[config.mk]
export PLATFORM = sky130hd
export DESIGN_NAME = pulse_train_scheduler
export DESIGN_NICKNAME = d
export VERILOG_FILES = /design/src/rtl/pulse_train_pkg.sv /design/src/rtl/pt_rr_arbiter.sv /design/src/rtl/pulse_train_scheduler.sv
export SDC_FILE = /design/constraint.sdc
export NUM_CORES = 1
export LEC_CHECK = 0
export ABC_AREA = 1
export BUFFER_PORTS_ARGS = -buffer_cell sky130_fd_sc_hd__buf_2
export CORE_MARGIN = 2
export CORE_UTILIZATION = 45
export CTS_BUF_LIST = sky130_fd_sc_hd__clkbuf_8
export DETAILED_ROUTE_END_ITERATION = 10
export GPL_TIMING_DRIVEN = 0
export PLACE_DENSITY = 0.69
export SYNTH_ARGS = -nofsm -noshare
export SYNTH_HDL_FRONTEND = slang
export SYNTH_SLANG_ARGS = --single-unit
[constraint.sdc]
create_clock -name CLOCK_50 -period 2 [get_ports CLOCK_50]
set_input_delay 0.3 -clock CLOCK_50 [delete_from_list [all_inputs] [get_ports CLOCK_50]]
set_output_delay 0.3 -clock CLOCK_50 [all_outputs]
set_load 0.1 [all_outputs]
[src/rtl/pulse_train_pkg.sv]
// Shared definitions for the pulse-train scheduler: state encoding, job config layout,
// parameter defaults and small helpers used by the top and the arbiter.
package pulse_train_pkg;

    typedef enum logic [1:0] {
        StIdle   = 2'd0,
        StLaunch = 2'd1,
        StRun    = 2'd2,
        StGap    = 2'd3
    } pt_state_e;

    // Job config word is {sets[2:0], pulses[2:0]}.
    localparam int unsigned CfgW      = 6;
    localparam int unsigned PulsesW   = 3;
    localparam int unsigned PulsesLsb = 0;
    localparam int unsigned SetsW     = 3;
    localparam int unsigned SetsLsb   = 3;

    localparam int unsigned GapTicksDefault     = 2;
    localparam int unsigned TimeoutTicksDefault = 200;

    // Requester identities as carried by OWNER and the served-last record.
    localparam logic ReqA = 1'b0;
    localparam logic ReqB = 1'b1;

    // Counter width able to hold max_val itself without wrapping.
    function automatic int unsigned cnt_width(input int unsigned max_val);
        return (max_val < 1) ? 1 : $clog2(max_val + 1);
    endfunction

    function automatic logic [PulsesW-1:0] cfg_pulses(input logic [CfgW-1:0] cfg);
        return cfg[PulsesLsb +: PulsesW];
    endfunction

    function automatic logic [SetsW-1:0] cfg_sets(input logic [CfgW-1:0] cfg);
        return cfg[SetsLsb +: SetsW];
    endfunction

endpackage

[src/rtl/pt_rr_arbiter.sv]
// Two-requester round-robin: a lone request wins outright, a tie goes to the requester
// that was not served last. Bit 0 is requester A, bit 1 is requester B.
module pt_rr_arbiter
    import pulse_train_pkg::*;
(
    input  logic [1:0] i_reqs,
    input  logic       i_served_last,
    output logic [1:0] o_winner
);

    always_comb begin
        o_winner = 2'b00;
        unique case (i_reqs)
            2'b01:   o_winner = 2'b01;
            2'b10:   o_winner = 2'b10;
            2'b11:   o_winner = (i_served_last == ReqB) ? 2'b01 : 2'b10;
            default: o_winner = 2'b00;
        endcase
    end

endmodule

[src/rtl/pulse_train_scheduler.sv]
// Grants one of two requesters, launches the pulse-train engine with the winner's config,
// supervises the run with a TICK-based timeout and enforces an idle gap between jobs.
module pulse_train_scheduler
    import pulse_train_pkg::*;
#(
    parameter int unsigned GAP_TICKS     = GapTicksDefault,
    parameter int unsigned TIMEOUT_TICKS = TimeoutTicksDefault
) (
    input  logic               CLOCK_50,
    input  logic               RESET_N,
    input  logic               TICK,
    input  logic               REQ_A,
    input  logic               REQ_B,
    input  logic [CfgW-1:0]    CFG_A,
    input  logic [CfgW-1:0]    CFG_B,
    output logic               GNT_A,
    output logic               GNT_B,
    output logic               ENG_START,
    output logic [PulsesW-1:0] ENG_PULSES,
    output logic [SetsW-1:0]   ENG_SETS,
    input  logic               ENG_DONE,
    output logic               BUSY,
    output logic               OWNER,
    output logic               ERR_TIMEOUT
);

    localparam int unsigned MaxTicks = (GAP_TICKS > TIMEOUT_TICKS) ? GAP_TICKS : TIMEOUT_TICKS;
    localparam int unsigned CntW     = cnt_width(MaxTicks);

    localparam logic [CntW-1:0] GapLimit     = CntW'(GAP_TICKS);
    localparam logic [CntW-1:0] TimeoutLimit = CntW'(TIMEOUT_TICKS);

    pt_state_e          r_state;
    logic [CntW-1:0]    r_cnt;
    logic               r_gnt_a;
    logic               r_gnt_b;
    logic               r_eng_start;
    logic [PulsesW-1:0] r_pulses;
    logic [SetsW-1:0]   r_sets;
    logic               r_owner;
    logic               r_last;
    logic               r_err;

    logic [1:0]         w_winner;
    logic [CfgW-1:0]    w_sel_cfg;
    logic [CntW-1:0]    w_cnt_next;
    logic               w_gap_hit;
    logic               w_timeout_hit;

    pt_rr_arbiter u_arbiter (
        .i_reqs        ({REQ_B, REQ_A}),
        .i_served_last (r_last),
        .o_winner      (w_winner)
    );

    assign w_sel_cfg  = w_winner[1] ? CFG_B : CFG_A;
    assign w_cnt_next = r_cnt + CntW'(TICK);

    // Compare with >= so a zero limit exits on the first cycle of the state.
    assign w_gap_hit     = (w_cnt_next >= GapLimit);
    assign w_timeout_hit = (w_cnt_next >= TimeoutLimit);

    always_ff @(posedge CLOCK_50) begin
        if (!RESET_N) begin
            r_state     <= StIdle;
            r_cnt       <= '0;
            r_gnt_a     <= 1'b0;
            r_gnt_b     <= 1'b0;
            r_eng_start <= 1'b0;
            r_pulses    <= '0;
            r_sets      <= '0;
            r_owner     <= ReqA;
            r_last      <= ReqB;
            r_err       <= 1'b0;
        end else begin
            r_gnt_a     <= 1'b0;
            r_gnt_b     <= 1'b0;
            r_eng_start <= 1'b0;

            unique case (r_state)
                StIdle: begin
                    if (|w_winner) begin
                        r_gnt_a  <= w_winner[0];
                        r_gnt_b  <= w_winner[1];
                        r_owner  <= w_winner[1] ? ReqB : ReqA;
                        r_pulses <= cfg_pulses(w_sel_cfg);
                        r_sets   <= cfg_sets(w_sel_cfg);
                        r_cnt    <= '0;
                        r_state  <= StLaunch;
                    end
                end

                StLaunch: begin
                    r_eng_start <= 1'b1;
                    r_cnt       <= '0;
                    r_state     <= StRun;
                end

                StRun: begin
                    // Completion outranks a timeout reached on the same cycle.
                    if (ENG_DONE) begin
                        r_last  <= r_owner;
                        r_cnt   <= '0;
                        r_state <= StGap;
                    end else if (w_timeout_hit) begin
                        r_err   <= 1'b1;
                        r_last  <= r_owner;
                        r_cnt   <= '0;
                        r_state <= StGap;
                    end else begin
                        r_cnt <= w_cnt_next;
                    end
                end

                StGap: begin
                    if (w_gap_hit) begin
                        r_cnt   <= '0;
                        r_state <= StIdle;
                    end else begin
                        r_cnt <= w_cnt_next;
                    end
                end

                default: begin
                    r_cnt   <= '0;
                    r_state <= StIdle;
                end
            endcase
        end
    end

    assign GNT_A       = r_gnt_a;
    assign GNT_B       = r_gnt_b;
    assign ENG_START   = r_eng_start;
    assign ENG_PULSES  = r_pulses;
    assign ENG_SETS    = r_sets;
    assign BUSY        = (r_state != StIdle);
    assign OWNER       = r_owner;
    assign ERR_TIMEOUT = r_err;

endmodule

==> key figures <==
Synthesis
  • Synthesized cell area: around 1300 µm²
  • Synth area leader: dfxtp_1
  • Yosys top cell area share: 34.2%
  • Yosys warning count: 0
  • Syn Nets: 215
  • Share of flip-flops with an asynchronous set or reset: 0%
  • Yosys reg bits: 22
  • EDFF count, synth: 0
  • Mean Syn Cell Area: 6.78 µm²
  • Register area share after synthesis: ~34%
  • Cell variety after synth: 27
  • Post-Syn Instances: 190
  • Count leader, synth: nand2_1
  • Top cells by count, synth: nand2_1, inv_1, dfxtp_1, nand3_1, o21ai_0
  • Ys flop type: dfxtp_1
  • Top cells by area, synth: dfxtp_1, nand2_1, nand3_1

Power
  • Total power per unit cell area: 1320 nW/µm²
  • Switching share of power: 50.7%
  • VDD IR max: between 1000 and 1500 µV
  • Leak: between 0.8 and 0.9 nW
  • Clock Power Share: about a fifth
  • Internal Power: between 1 and 1.5 mW
  • Psw: 1.03 mW
  • Comb pwr share: between 50% and 60%
  • Seq pwr share: between 20% and 30%

Global route
  • Antenna violations before repair: 0
  • Vias in the first global route: 1245
  • First-pass GRT wire length: around 5000 µm
  • Total track usage: 19.0%
  • Pin count of the biggest net entering global routing: 14
  • GRT Residual Overflow: 0

CTS
  • CTS H-tree lvls: 1
  • Post_cts resized: 0
  • Clock Path Buffers: 2
  • Clock Pin Slew Worst Setup and Hold Paths: 0.08 ns
  • Post-CTS Setup Inserts: 0
  • TritonCTS Sinks: 22
  • CTS tree: built
  • CTS Buf Count: 3
  • CTS root buf: clkbuf_8
  • Clk Latency, worst-skew pair: ~0.26 ns
  • CTS Hold Bufs: 0

Die
  • I/O Pins: 30
  • CORE AREA: 2730 µm²
  • Die Wd: about 58 µm
  • Row count: 19
  • DIE AREA: 3310 µm²
  • Starting Density: between 40% and 50%
  • Die height: ~58 µm

Route
  • Wire per inst: approximately 11 µm
  • DRT Wirelength: about 2900 µm
  • DRC viols: 0
  • Pre-antenna DRT Iters: 4
  • Vias: approximately 1300
  • Vias per inst: between 5 and 6
  • ANT nets after route: 0
  • First DRT Iteration DRCs: 43

Layout
  • FILL cells: between 200 and 300
  • Post-layout utilization of the core: about 56%
  • Area Growth Syn to Fin: 19.5%
  • Diode count: 0
  • Fin cells: 252
  • Nets@finish: between 200 and 250
  • Layout cell share with drive strength beyond 1: about 23%
  • Post-route cell area: between 1500 and 2000 µm²

Worst setup path
  • Startpoint Class: flip-flop
  • CP Data Required Time: about 1.7 ns
  • CP Depth: 4
  • R2R cell count: 8
  • CP Capture Type: output port
  • Critical path arrival: between 1 and 1.5 ns
  • CP bufs+invs: 3
  • Crit path cell chain: inv_1 > ha_1 > clkinvlp_4 > buf_2
  • Setup CP Type: flip-flop to output port
  • Max stage delay on crit path: a little over 0.4 ns
  • Delay-heaviest family, CP: buffers and inverters
  • CP Max Fanout: 4
  • Cell with the largest stage delay on the worst path: buf_2

Hold path
  • Worst hold path class: input pin to flip-flop
  • Hold path depth: 3

Placed design
  • Routability Congestion: 0.829
  • Placed cell count: ~250
  • Area after DPL: around 1500 µm²
  • Number of port buffers: 27
  • Post-DP HPWL: between 2000 and 2500 µm

STA
  • Worst slew pin tran: 0.491 ns
  • Clock skew: 0.00253 ns
  • Final hold viol count: 0
  • Crit share post-route: approximately nine tenths
  • TNS Setup: 0 ns
  • Slew margin rel.: 67.5%
  • Setup violators final: 0
  • Fin crit period: 1.77 ns
  • RSZ-0062 raised after global routing: false
  • Fmax: ~560 MHz
  • Max-slew violations: 0
  • Final hold slack: 0.293 ns

Flow run
  • Max cap viols: 0

Run status
  • Status: complete, no violations
## flip-flops by register name, summed over array words and instances, names as in the netlist, 2 cells and up
register / count
r_state: 2
ENG_SETS: 3
r_cnt: 8
ENG_PULSES: 3
## metrics by stage
stage	total power, mW	setup slack, ns
floorplan	1.47	0.0462
global placement	1.61	0.279
detailed placement	1.64	0.266
CTS	2.05	0.213
global route	2.16	0.122
finish	2.04	0.229
## path summary, 6_finish.rpt
check | slack, ns | startpoint | to
min reg2reg | 0.47 | ERR_TIMEOUT$_SDFFE_PN0P_ | ERR_TIMEOUT$_SDFFE_PN0P_
min | 0.29 | REQ_A | GNT_A$_SDFF_PN0_
max reg2reg | 0.30 | r_state[1]$_SDFFE_PN0P_ | r_cnt[3]$_SDFFE_PN0P_
max | 0.23 | r_state[0]$_SDFFE_PN0P_ | BUSY
## worst min-delay path, cell delays in order
cell and delay (ns):
buf_2 0.09, o211ai_1 0.09, inv_1 0.05
## area by class of cell
class / count / area, µm² / area share (%)
Clock buffer: 3 / 41.3 / 2.68
Sequential cell: 22 / 440 / 28.6
Buffer: 5 / 22.5 / 1.46
Clock inverter: 1 / 30.0 / 1.95
Timing Repair Buffer: 27 / 135 / 8.77
Inverter: 28 / 109 / 7.07
Tap cell: 31 / 38.8 / 2.52
Multi-Input combinational cell: 135 / 723 / 47.0
## logic make-up (layout without fill, tap and decap cells)
logic type | after synthesis | after routing | synth area share [%]
buf+inv | 33 | 64 | 9.90
simple gates | 95 | 95 | 34.5
fa+ha+maj | 7 | 7 | 6.80
flops | 22 | 22 | 34.2
compound gates | 33 | 33 | 14.7
## metal layers
layer / share of wire, % / wire (µm) / GRT usage (%) / vias up
met5: 0 / 0 / 0 / -
met4: 1.4 / 39 / 5.98 / 0
met3: 3.1 / 89 / 3.40 / 5
met2: 49 / 1410 / 33.9 / 15
met1: 46 / 1320 / 22.9 / 588
li1: - / - / - / 677
## power groups by stage
stage                     Clock [mW]  Combinational (mW)  Sequential [mW]
final                          0.415                1.04            0.580
after floorplan                    0               0.441             1.03
after global routing           0.437                1.13            0.590
after detailed placement           0                1.05            0.589
after global placement             0                1.03            0.587
after CTS                      0.423                1.05            0.581
## cells in the final DEF, fill, tap and decap left out
master / netlist / routed
nand3b_1: 1 / 1
o21a_1: 1 / 1
a21oi_1: 9 / 9
nor2_1: 8 / 7
o211ai_1: 1 / 1
buf_2: 2 / 29
clkinvlp_4: 0 / 1
nand2_4: 1 / 1
o21bai_1: 1 / 1
nand2_2: 5 / 5
clkbuf_8: 0 / 3
nand2_1: 48 / 48
nand3_2: 2 / 2
clkbuf_1: 2 / 2
o21ai_0: 13 / 13
nor2_4: 1 / 1
or2_2: 1 / 1
bufinv_16: 0 / 1
inv_1: 26 / 25
ha_1: 7 / 7
clkbuf_2: 1 / 1
nor2_2: 1 / 2
a31oi_1: 6 / 6
nor3_1: 1 / 1
a21oi_2: 1 / 1
o211a_1: 1 / 1
nand3_1: 22 / 22
dfxtp_1: 22 / 22
inv_2: 2 / 2
nand4_1: 4 / 4
Note: power is estimated with default switching activity, not from simulation.
